[config.mk]
export PLATFORM = sky130hd
export DESIGN_NAME = dual_lane_serializer
export DESIGN_NICKNAME = d
export VERILOG_FILES = /design/src/rtl/dual_lane_serializer.sv
export SDC_FILE = /design/constraint.sdc
export NUM_CORES = 1
export LEC_CHECK = 0
export ABC_AREA = 1
export CELL_PAD_IN_SITES_DETAIL_PLACEMENT = 2
export CELL_PAD_IN_SITES_GLOBAL_PLACEMENT = 2
export CORE_ASPECT_RATIO = 0.8
export CORE_UTILIZATION = 27
export CTS_BUF_LIST = sky130_fd_sc_hd__clkbuf_16
export DETAILED_ROUTE_END_ITERATION = 8
export MAX_ROUTING_LAYER = met4
export PLACE_DENSITY_LB_ADDON = 0.2
export SKIP_CTS_REPAIR_TIMING = 1
export SLEW_MARGIN = 0
export SYNTH_ARGS = -nofsm -noshare
export SYNTH_HDL_FRONTEND = slang
export SYNTH_SLANG_ARGS = --single-unit
export TNS_END_PERCENT = 20
[constraint.sdc]
create_clock -name clk -period 2 [get_ports clk]
set_clock_uncertainty 0.2 [all_clocks]
set_input_delay 0.4 -clock clk [delete_from_list [all_inputs] [get_ports clk]]
set_output_delay 0.4 -clock clk [all_outputs]
set_load 0.005 [all_outputs]
[src/rtl/dual_lane_serializer.sv]
// Two-lane MSB-first serializer: one (a, b) word pair per handshake, lane[0]=a, lane[1]=b,
// with frame/last markers, an optional idle gap between words and a completed-word counter.
module dual_lane_serializer #(
  parameter int unsigned WIDTH = 16,
  parameter int unsigned GAP   = 1
) (
  input  logic             clk,
  input  logic             rst,
  input  logic [WIDTH-1:0] a_data,
  input  logic [WIDTH-1:0] b_data,
  input  logic             in_valid,
  output logic             in_ready,
  output logic [1:0]       lane,
  output logic             frame,
  output logic             last,
  output logic             busy,
  output logic [15:0]      tx_count
);

  localparam int unsigned CNT_W    = $clog2(WIDTH);
  localparam int unsigned GAP_W    = (GAP > 1) ? $clog2(GAP) : 1;
  localparam int unsigned CNT_LAST = WIDTH - 1;
  localparam int unsigned CNT_PREV = WIDTH - 2;
  localparam int unsigned GAP_LAST = (GAP > 0) ? GAP - 1 : 0;
  localparam bit          HAS_GAP  = (GAP != 0);

  typedef enum logic [1:0] {
    ST_IDLE  = 2'd0,
    ST_SHIFT = 2'd1,
    ST_GAP   = 2'd2
  } state_t;

  state_t             state_q, state_d;
  logic [WIDTH-1:0]   a_sr_q, a_sr_d;
  logic [WIDTH-1:0]   b_sr_q, b_sr_d;
  logic [CNT_W-1:0]   bit_cnt_q, bit_cnt_d;
  logic [GAP_W-1:0]   gap_cnt_q, gap_cnt_d;
  logic [1:0]         lane_d;
  logic               frame_d;
  logic               last_d;
  logic               busy_d;
  logic [15:0]        tx_count_d;
  logic               on_lsb;
  logic               hs;
  logic               load;

  // LSB cycle of the current word is the only point where a gapless reload can happen
  assign on_lsb   = (state_q == ST_SHIFT) && (bit_cnt_q == CNT_W'(CNT_LAST));
  assign in_ready = !rst && ((state_q == ST_IDLE) || (!HAS_GAP && on_lsb));
  assign hs       = in_valid && in_ready;

  // Next-state and next-output logic
  always_comb begin
    state_d    = state_q;
    a_sr_d     = a_sr_q;
    b_sr_d     = b_sr_q;
    bit_cnt_d  = bit_cnt_q;
    gap_cnt_d  = gap_cnt_q;
    lane_d     = 2'b00;
    frame_d    = 1'b0;
    last_d     = 1'b0;
    tx_count_d = tx_count;
    load       = 1'b0;

    case (state_q)
      ST_IDLE: begin
        if (hs) load = 1'b1;
      end
      ST_SHIFT: begin
        if (on_lsb) begin
          tx_count_d = tx_count + 16'd1;
          if (HAS_GAP) begin
            state_d   = ST_GAP;
            gap_cnt_d = '0;
          end else if (hs) begin
            load = 1'b1;
          end else begin
            state_d = ST_IDLE;
          end
        end else begin
          // Present the next bit pair and advance the remaining bits
          lane_d    = {b_sr_q[WIDTH-1], a_sr_q[WIDTH-1]};
          a_sr_d    = {a_sr_q[WIDTH-2:0], 1'b0};
          b_sr_d    = {b_sr_q[WIDTH-2:0], 1'b0};
          bit_cnt_d = bit_cnt_q + CNT_W'(1);
          last_d    = (bit_cnt_q == CNT_W'(CNT_PREV));
        end
      end
      ST_GAP: begin
        if (gap_cnt_q == GAP_W'(GAP_LAST)) begin
          state_d = ST_IDLE;
        end else begin
          gap_cnt_d = gap_cnt_q + GAP_W'(1);
        end
      end
      default: begin
        state_d = ST_IDLE;
      end
    endcase

    // MSB goes straight to the lane register; the rest waits in the shift registers
    if (load) begin
      state_d   = ST_SHIFT;
      lane_d    = {b_data[WIDTH-1], a_data[WIDTH-1]};
      a_sr_d    = {a_data[WIDTH-2:0], 1'b0};
      b_sr_d    = {b_data[WIDTH-2:0], 1'b0};
      bit_cnt_d = '0;
      frame_d   = 1'b1;
    end

    busy_d = (state_d != ST_IDLE);
  end

  // State register
  always_ff @(posedge clk) begin
    if (rst) begin
      state_q <= ST_IDLE;
    end else begin
      state_q <= state_d;
    end
  end

  // Datapath and registered outputs
  always_ff @(posedge clk) begin
    if (rst) begin
      a_sr_q    <= '0;
      b_sr_q    <= '0;
      bit_cnt_q <= '0;
      gap_cnt_q <= '0;
      lane      <= 2'b00;
      frame     <= 1'b0;
      last      <= 1'b0;
      busy      <= 1'b0;
      tx_count  <= 16'd0;
    end else begin
      a_sr_q    <= a_sr_d;
      b_sr_q    <= b_sr_d;
      bit_cnt_q <= bit_cnt_d;
      gap_cnt_q <= gap_cnt_d;
      lane      <= lane_d;
      frame     <= frame_d;
      last      <= last_d;
      busy      <= busy_d;
      tx_count  <= tx_count_d;
    end
  end

endmodule

==> impl_results.md, run 1 <==
- Critical path endpoint category: output port
- Synth-to-layout area growth: 42.4%
- Reg2reg start: bit_cnt_q[1]
- Worst-path clk slew: 50 ps
- Critical path class: register to output port
- Pins over their slew limit: 0
- Fmax achieved: 525 MHz
- Antenna Nets Post-Route: 0
- Hold_ws: 253 ps
- Via/cell ratio: 4.72
- HPWL Detailed: 5300 µm
- Gpl congestion: 0.742
- Leakage: 1.32 nW
- Actual slew at the worst max-slew pin: 291 ps
- Nets: 438
- Max_slew headroom: 80.5%
- Max Cap Violations: 0
- DIE AREA: 9540 µm²
- CP Data Arrival Time: 1300 ps
- Diode count: 0
- Cell Area, Placed: 3200 µm²
- Post-Synthesis Cell Area: 2470 µm²
- Fin area: 3520 µm²
- Reg-to-reg setup timing slack: 160 ps
- Commonest non-fill, non-tap cell in the layout: nand2_1
- Tmin final: 1900 ps
- Req. time, crit path: 1400 ps
- Worst Hold Depth: 2
- DRC viols: 0
- Input/output buffers: 56
- Final period util: 95.2%
- Slack of the critical path: 96.2 ps
- Die width: 109 µm
- Crit path buffers/inverters: 1
- Syn avg cell area: 7.44 µm²
- Initial antenna violation count: 0
- Max incr delay on CP: 540 ps
- CP startpoint kind: register
- Drt total wl: 7590 µm
- # H-tree levels: 3
- I/O pin cnt: 57
- Slowest-stage cell, CP: clkdlybuf4s50_1
- GRT overflow: 0
- P per Cell Area: 880 nW/µm²
- Syn_nets: 370
- Unique masters post-synth: 29
- CORE AREA: 8670 µm²
- Outcome: completed
- Maximum vdd drop: 0.347 mV
- Worst-Skew Late Latency: 320 ps
- Detailed Routing Iterations Pass 1: 4
- Number of global-route vias before repair: 2585
- Synth Register Bits: 57
- CP cell instances: clkdlybuf4s50_1
- Share of cells above drive strength 1: 11.6%
- Final hold viol count: 0
- Num CTS Buffers: 9
- CP max FO: 6
- Largest net degree at the start of global routing: 29
- Synth warn: 0
- Critical R2R Capture: lane[1]
- Most frequent cells in the layout: nand2_1 (113), dfxtp_1 (57), clkdlybuf4s50_1 (54), nor2_1 (28), a31oi_1 (24)
- CTS tree: yes
- Dpl ws: -315 ps
- Hold crit path type: register to register
- Die height: 87.6 µm
- Worst r2r path cells: 7
- Root Buffer: clkbuf_16
- Gr usage total: 18.1%
- Wire per inst: 14.7 µm
- RSZ-0062 raised after global routing: false
- Clk buf depth: 2
- Rows: 30
- Synth Instances: 332
- Final setup vio count: 0
- Starting Density: 28.5%
- Clock sink total: 57
- Filler cell count: 988
- Vias: 2441
- Seq/Total Area, Yosys: 46.2%
- Cell family with most CP delay: buffers and inverters
- Hold Startpoint: a_sr_q[14]
- Hold Path End: a_sr_q[14]
- Initial DRC count: 70
- First-pass GRT wire length: 12800 µm
==> state kept, by name, summed over array words and instances (netlist names) <==
signal     flops
tx_count      16
bit_cnt_q      4
b_sr_q        15
state_q        2
busy           1
a_sr_q        15
last           1
lane           2
frame          1
==> worst register-to-register path, delay by kind of cell (launching register included) <==
kind                     cells  cell delay, ps
flip-flops                   1             340
AND/OR/NAND/NOR              3             340
adder cells (fa/ha/maj)      1             220
buffers and inverters        2             440
AO/OA/AOI/OAI                1             210
==> cells in the mapped netlist, drive strengths merged <==
master	n	area (µm²)
a31oi	24	150
buf	11	105
nand2	117	454
xnor2	1	8.76
inv	25	98.9
a211oi	1	7.51
nor3	3	15.0
clkinv	1	8.76
ha	3	37.5
o21ai	12	60.1
a21oi	18	90.1
nand4	2	12.5
o21bai	1	7.51
clkbuf	4	15.0
nor2	34	150
nand3	15	85.1
o21a	1	7.51
xor2	1	8.76
dfxtp	57	1140
o211ai	1	7.51
==> cell type report <==
cell class | count | area (µm²) | area share [%]
multi-input combinational | 234 | 1110 | 31.5
sequential | 57 | 1140 | 32.4
tap | 112 | 140 | 3.98
timing repair buffer | 72 | 711 | 20.2
clock buffer | 9 | 225 | 6.40
inverter | 26 | 108 | 3.06
clock inverter | 7 | 85.1 | 2.42
==> how the worst max path moves through the flow <==
stage             endpoint         start  slack [ps]  depth (start not counted)
6_report       tx_count[5]   tx_count[5]         100                          1
5_1_grt          a_sr_q[2]  bit_cnt_q[1]          20                          8
4_1_cts           in_ready           rst        -270                          3
3_5_place_dp     a_sr_q[5]           rst        -320                          9
3_3_place_gp      in_ready           rst        -250                          3
2_1_floorplan  tx_count[4]  bit_cnt_q[1]         460                          7
==> metrics by stage <==
step | TNS, ps | utilization (%) | cells | power [mW]
3_3_place_gp | -6190 | 36.9 | 501 | 1.50
5_1_grt | 0 | 40.6 | 517 | 3.24
2_1_floorplan | 0 | - | 332 | 1.37
6_report | 0 | 40.6 | 517 | 3.10
4_1_cts | -298 | 40.4 | 517 | 3.14
3_5_place_dp | -9210 | 36.9 | 501 | 1.52
==> logic make-up after synthesis <==
family                   count (synthesis)  synth area share (%)
AND/OR/NAND/NOR                        171                  29.0
AO/OA/AOI/OAI                           58                  13.4
flip-flops                              57                  46.2
buffers and inverters                   41                  9.22
adder cells (fa/ha/maj)                  3                  1.52
XOR/XNOR                                 2                 0.709
==> power breakdown <==
part	leakage (nW)	switching [mW]	internal (mW)	total, mW
clock	0.150	0.533	1.08	1.61
sequential	0.464	0.0234	1.18	1.20
combinational	0.702	0.142	0.143	0.285
==> layer usage <==
layer  vias to the layer above  GRT usage, %  wire length [µm]
li1                       1211             -                 -
met4                         0          3.69                58
met5                         -             -                 0
met3                         6          4.69               274
met1                      1177          20.1              3360
met2                        47          32.5              3900
Note: power is estimated with default switching activity, not from simulation.
==> run 2, diff against run 1 <==
--- a/config.mk
+++ b/config.mk
@@ -14,8 +14,8 @@
 export DETAILED_ROUTE_END_ITERATION = 8
 export MAX_ROUTING_LAYER = met4
 export PLACE_DENSITY_LB_ADDON = 0.2
+export RECOVER_POWER = 50
 export SKIP_CTS_REPAIR_TIMING = 1
-export SLEW_MARGIN = 0
 export SYNTH_ARGS = -nofsm -noshare
 export SYNTH_HDL_FRONTEND = slang
 export SYNTH_SLANG_ARGS = --single-unit
==> run 2 against run 1 <==
Effect of this change: combinational power is 3% lower; final area is 1.0% lower; utilization is 0.40 points lower; power is 0.28% lower.
==> impl_results.md, run 2 (same netlist as run 1, synthesis figures left out) <==
- Outcome: completed
- First-pass GRT wire length: 12800 µm
- Switching Share: 22.6%
- Fin area: 3480 µm²
- Hold Path End: a_sr_q[14]
- Post-route setup TNS: 0 ps
- Seq pwr share: 39.0%
- DIE AREA: 9540 µm²
- Reg-to-reg setup timing slack: 160 ps
- Pins over their slew limit: 0
- Max reg flops: 16
- Number of global-route vias before repair: 2585
- Max_slew headroom: 67.3%
- Antenna Nets Post-Route: 0
- Final hold viol count: 0
- Largest net degree at the start of global routing: 29
- Num CTS Buffers: 9
- Die height: 87.6 µm
- Power Total: 3.09 mW
- Rows: 30
- Final period util: 95.2%
- DRC viols: 0
- Actual slew at the worst max-slew pin: 489 ps
- Cell Area, Placed: 3200 µm²
- HPWL Detailed: 5300 µm
- Tmin final: 1900 ps
- Drt total wl: 7590 µm
- Comb pwr share: 8.9%
- Vias: 2441
- Commonest non-fill, non-tap cell in the layout: nand2_1
- Max incr delay on CP: 540 ps
- Detailed Routing Iterations Pass 1: 4
- Synth-to-layout area growth: 41.0%
- Gr usage total: 18.1%
- Critical path class: register to output port
- Reg2reg start: bit_cnt_q[1]
- Clock sink total: 57
- Nets: 438
- Share of cells above drive strength 1: 10.9%
- Worst-Skew Late Latency: 320 ps
- CP Data Arrival Time: 1300 ps
- Switching Power: 0.699 mW
- Wire per inst: 14.7 µm
- Clock share of power: 52.1%
- CORE AREA: 8670 µm²
- Leakage: 1.32 nW
- Internal: 2.39 mW
- Worst Hold Depth: 2
- Worst-path clk slew: 50 ps
- Starting Density: 28.5%
- CP startpoint kind: register
- GRT overflow: 0
- Root Buffer: clkbuf_16
- Most frequent cells in the layout: nand2_1 (114), dfxtp_1 (57), clkdlybuf4s50_1 (40), nor2_1 (28), a31oi_1 (24)
- # H-tree levels: 3
- Max Cap Violations: 0
- Gpl congestion: 0.742
- Clk buf depth: 2
- Die width: 109 µm
- Diode count: 0
- Initial antenna violation count: 0
- Input/output buffers: 56
- Final setup vio count: 0
- CP cell instances: clkdlybuf4s50_1
- CTS tree: yes
- Via/cell ratio: 4.72
- Fmax achieved: 525 MHz
- I/O pin cnt: 57
- Final Util: 40.2%
- Req. time, crit path: 1400 ps
- Initial DRC count: 63
- Critical R2R Capture: lane[1]
- RSZ-0062 raised after global routing: false
- Worst r2r path cells: 7
- P per Cell Area: 887 nW/µm²
- Maximum vdd drop: 0.347 mV
- CP max FO: 6
- Cell family with most CP delay: buffers and inverters
- Top flop regs: tx_count x16, a_sr_q x15, b_sr_q x15
- Slowest-stage cell, CP: clkdlybuf4s50_1
- Hold Startpoint: a_sr_q[14]
- Hold crit path type: register to register
- Critical path endpoint category: output port
- Biggest register: tx_count
- Crit path buffers/inverters: 1
-- run 2: layer usage --
metal / vias to the layer above / global-route usage [%] / wire length [µm]
met5: - / - / 0
met4: 0 / 3.69 / 57
met3: 6 / 4.69 / 279
met2: 49 / 32.5 / 3900
met1: 1175 / 20.1 / 3360
li1: 1211 / - / -
-- run 2: layout make-up --
type,instances,area (µm²)
fill,996,5190
clock inverter,7,85.1
multi-input combinational,234,1110
sequential,57,1140
tap,112,140
timing repair buffer,72,679
inverter,26,106
clock buffer,9,225
-- run 2: power by group through the flow --
stage                     Clock [mW]  Sequential [mW]  Combinational (mW)
after floorplan                    0             1.22               0.149
after global placement             0             1.23               0.278
after detailed placement           0             1.23               0.289
after CTS                       1.65             1.21               0.294
after global routing            1.71             1.21               0.309
final                           1.61             1.20               0.276
-- run 2: how the worst max path moves through the flow --
stage,from,depth (start not counted),to,slack [ps]
after detailed placement,rst,9,a_sr_q[5],-320
after floorplan,bit_cnt_q[1],7,tx_count[4],460
after global routing,rst,7,b_sr_q[14],20
final,tx_count[5],1,tx_count[5],100
after global placement,rst,3,in_ready,-250
after CTS,rst,3,in_ready,-270
-- run 2: worst register-to-register path: stages, from the launching register on --
cell,delay (ps)
dfxtp_1,340
ha_1,220
nand3_2,150
nand2_4,120
inv_2,250
buf_12,190
nand2_1,70
o21ai_0,210
-- run 2: stage by stage --
stage               hold WS [ps]  std cells  setup slack [ps]
floorplan                    225        332               459
global placement             237        501              -247
detailed placement           248        501              -315
CTS                          255        517              -269
global route                 283        517              21.6
finish                       252        517              96.5
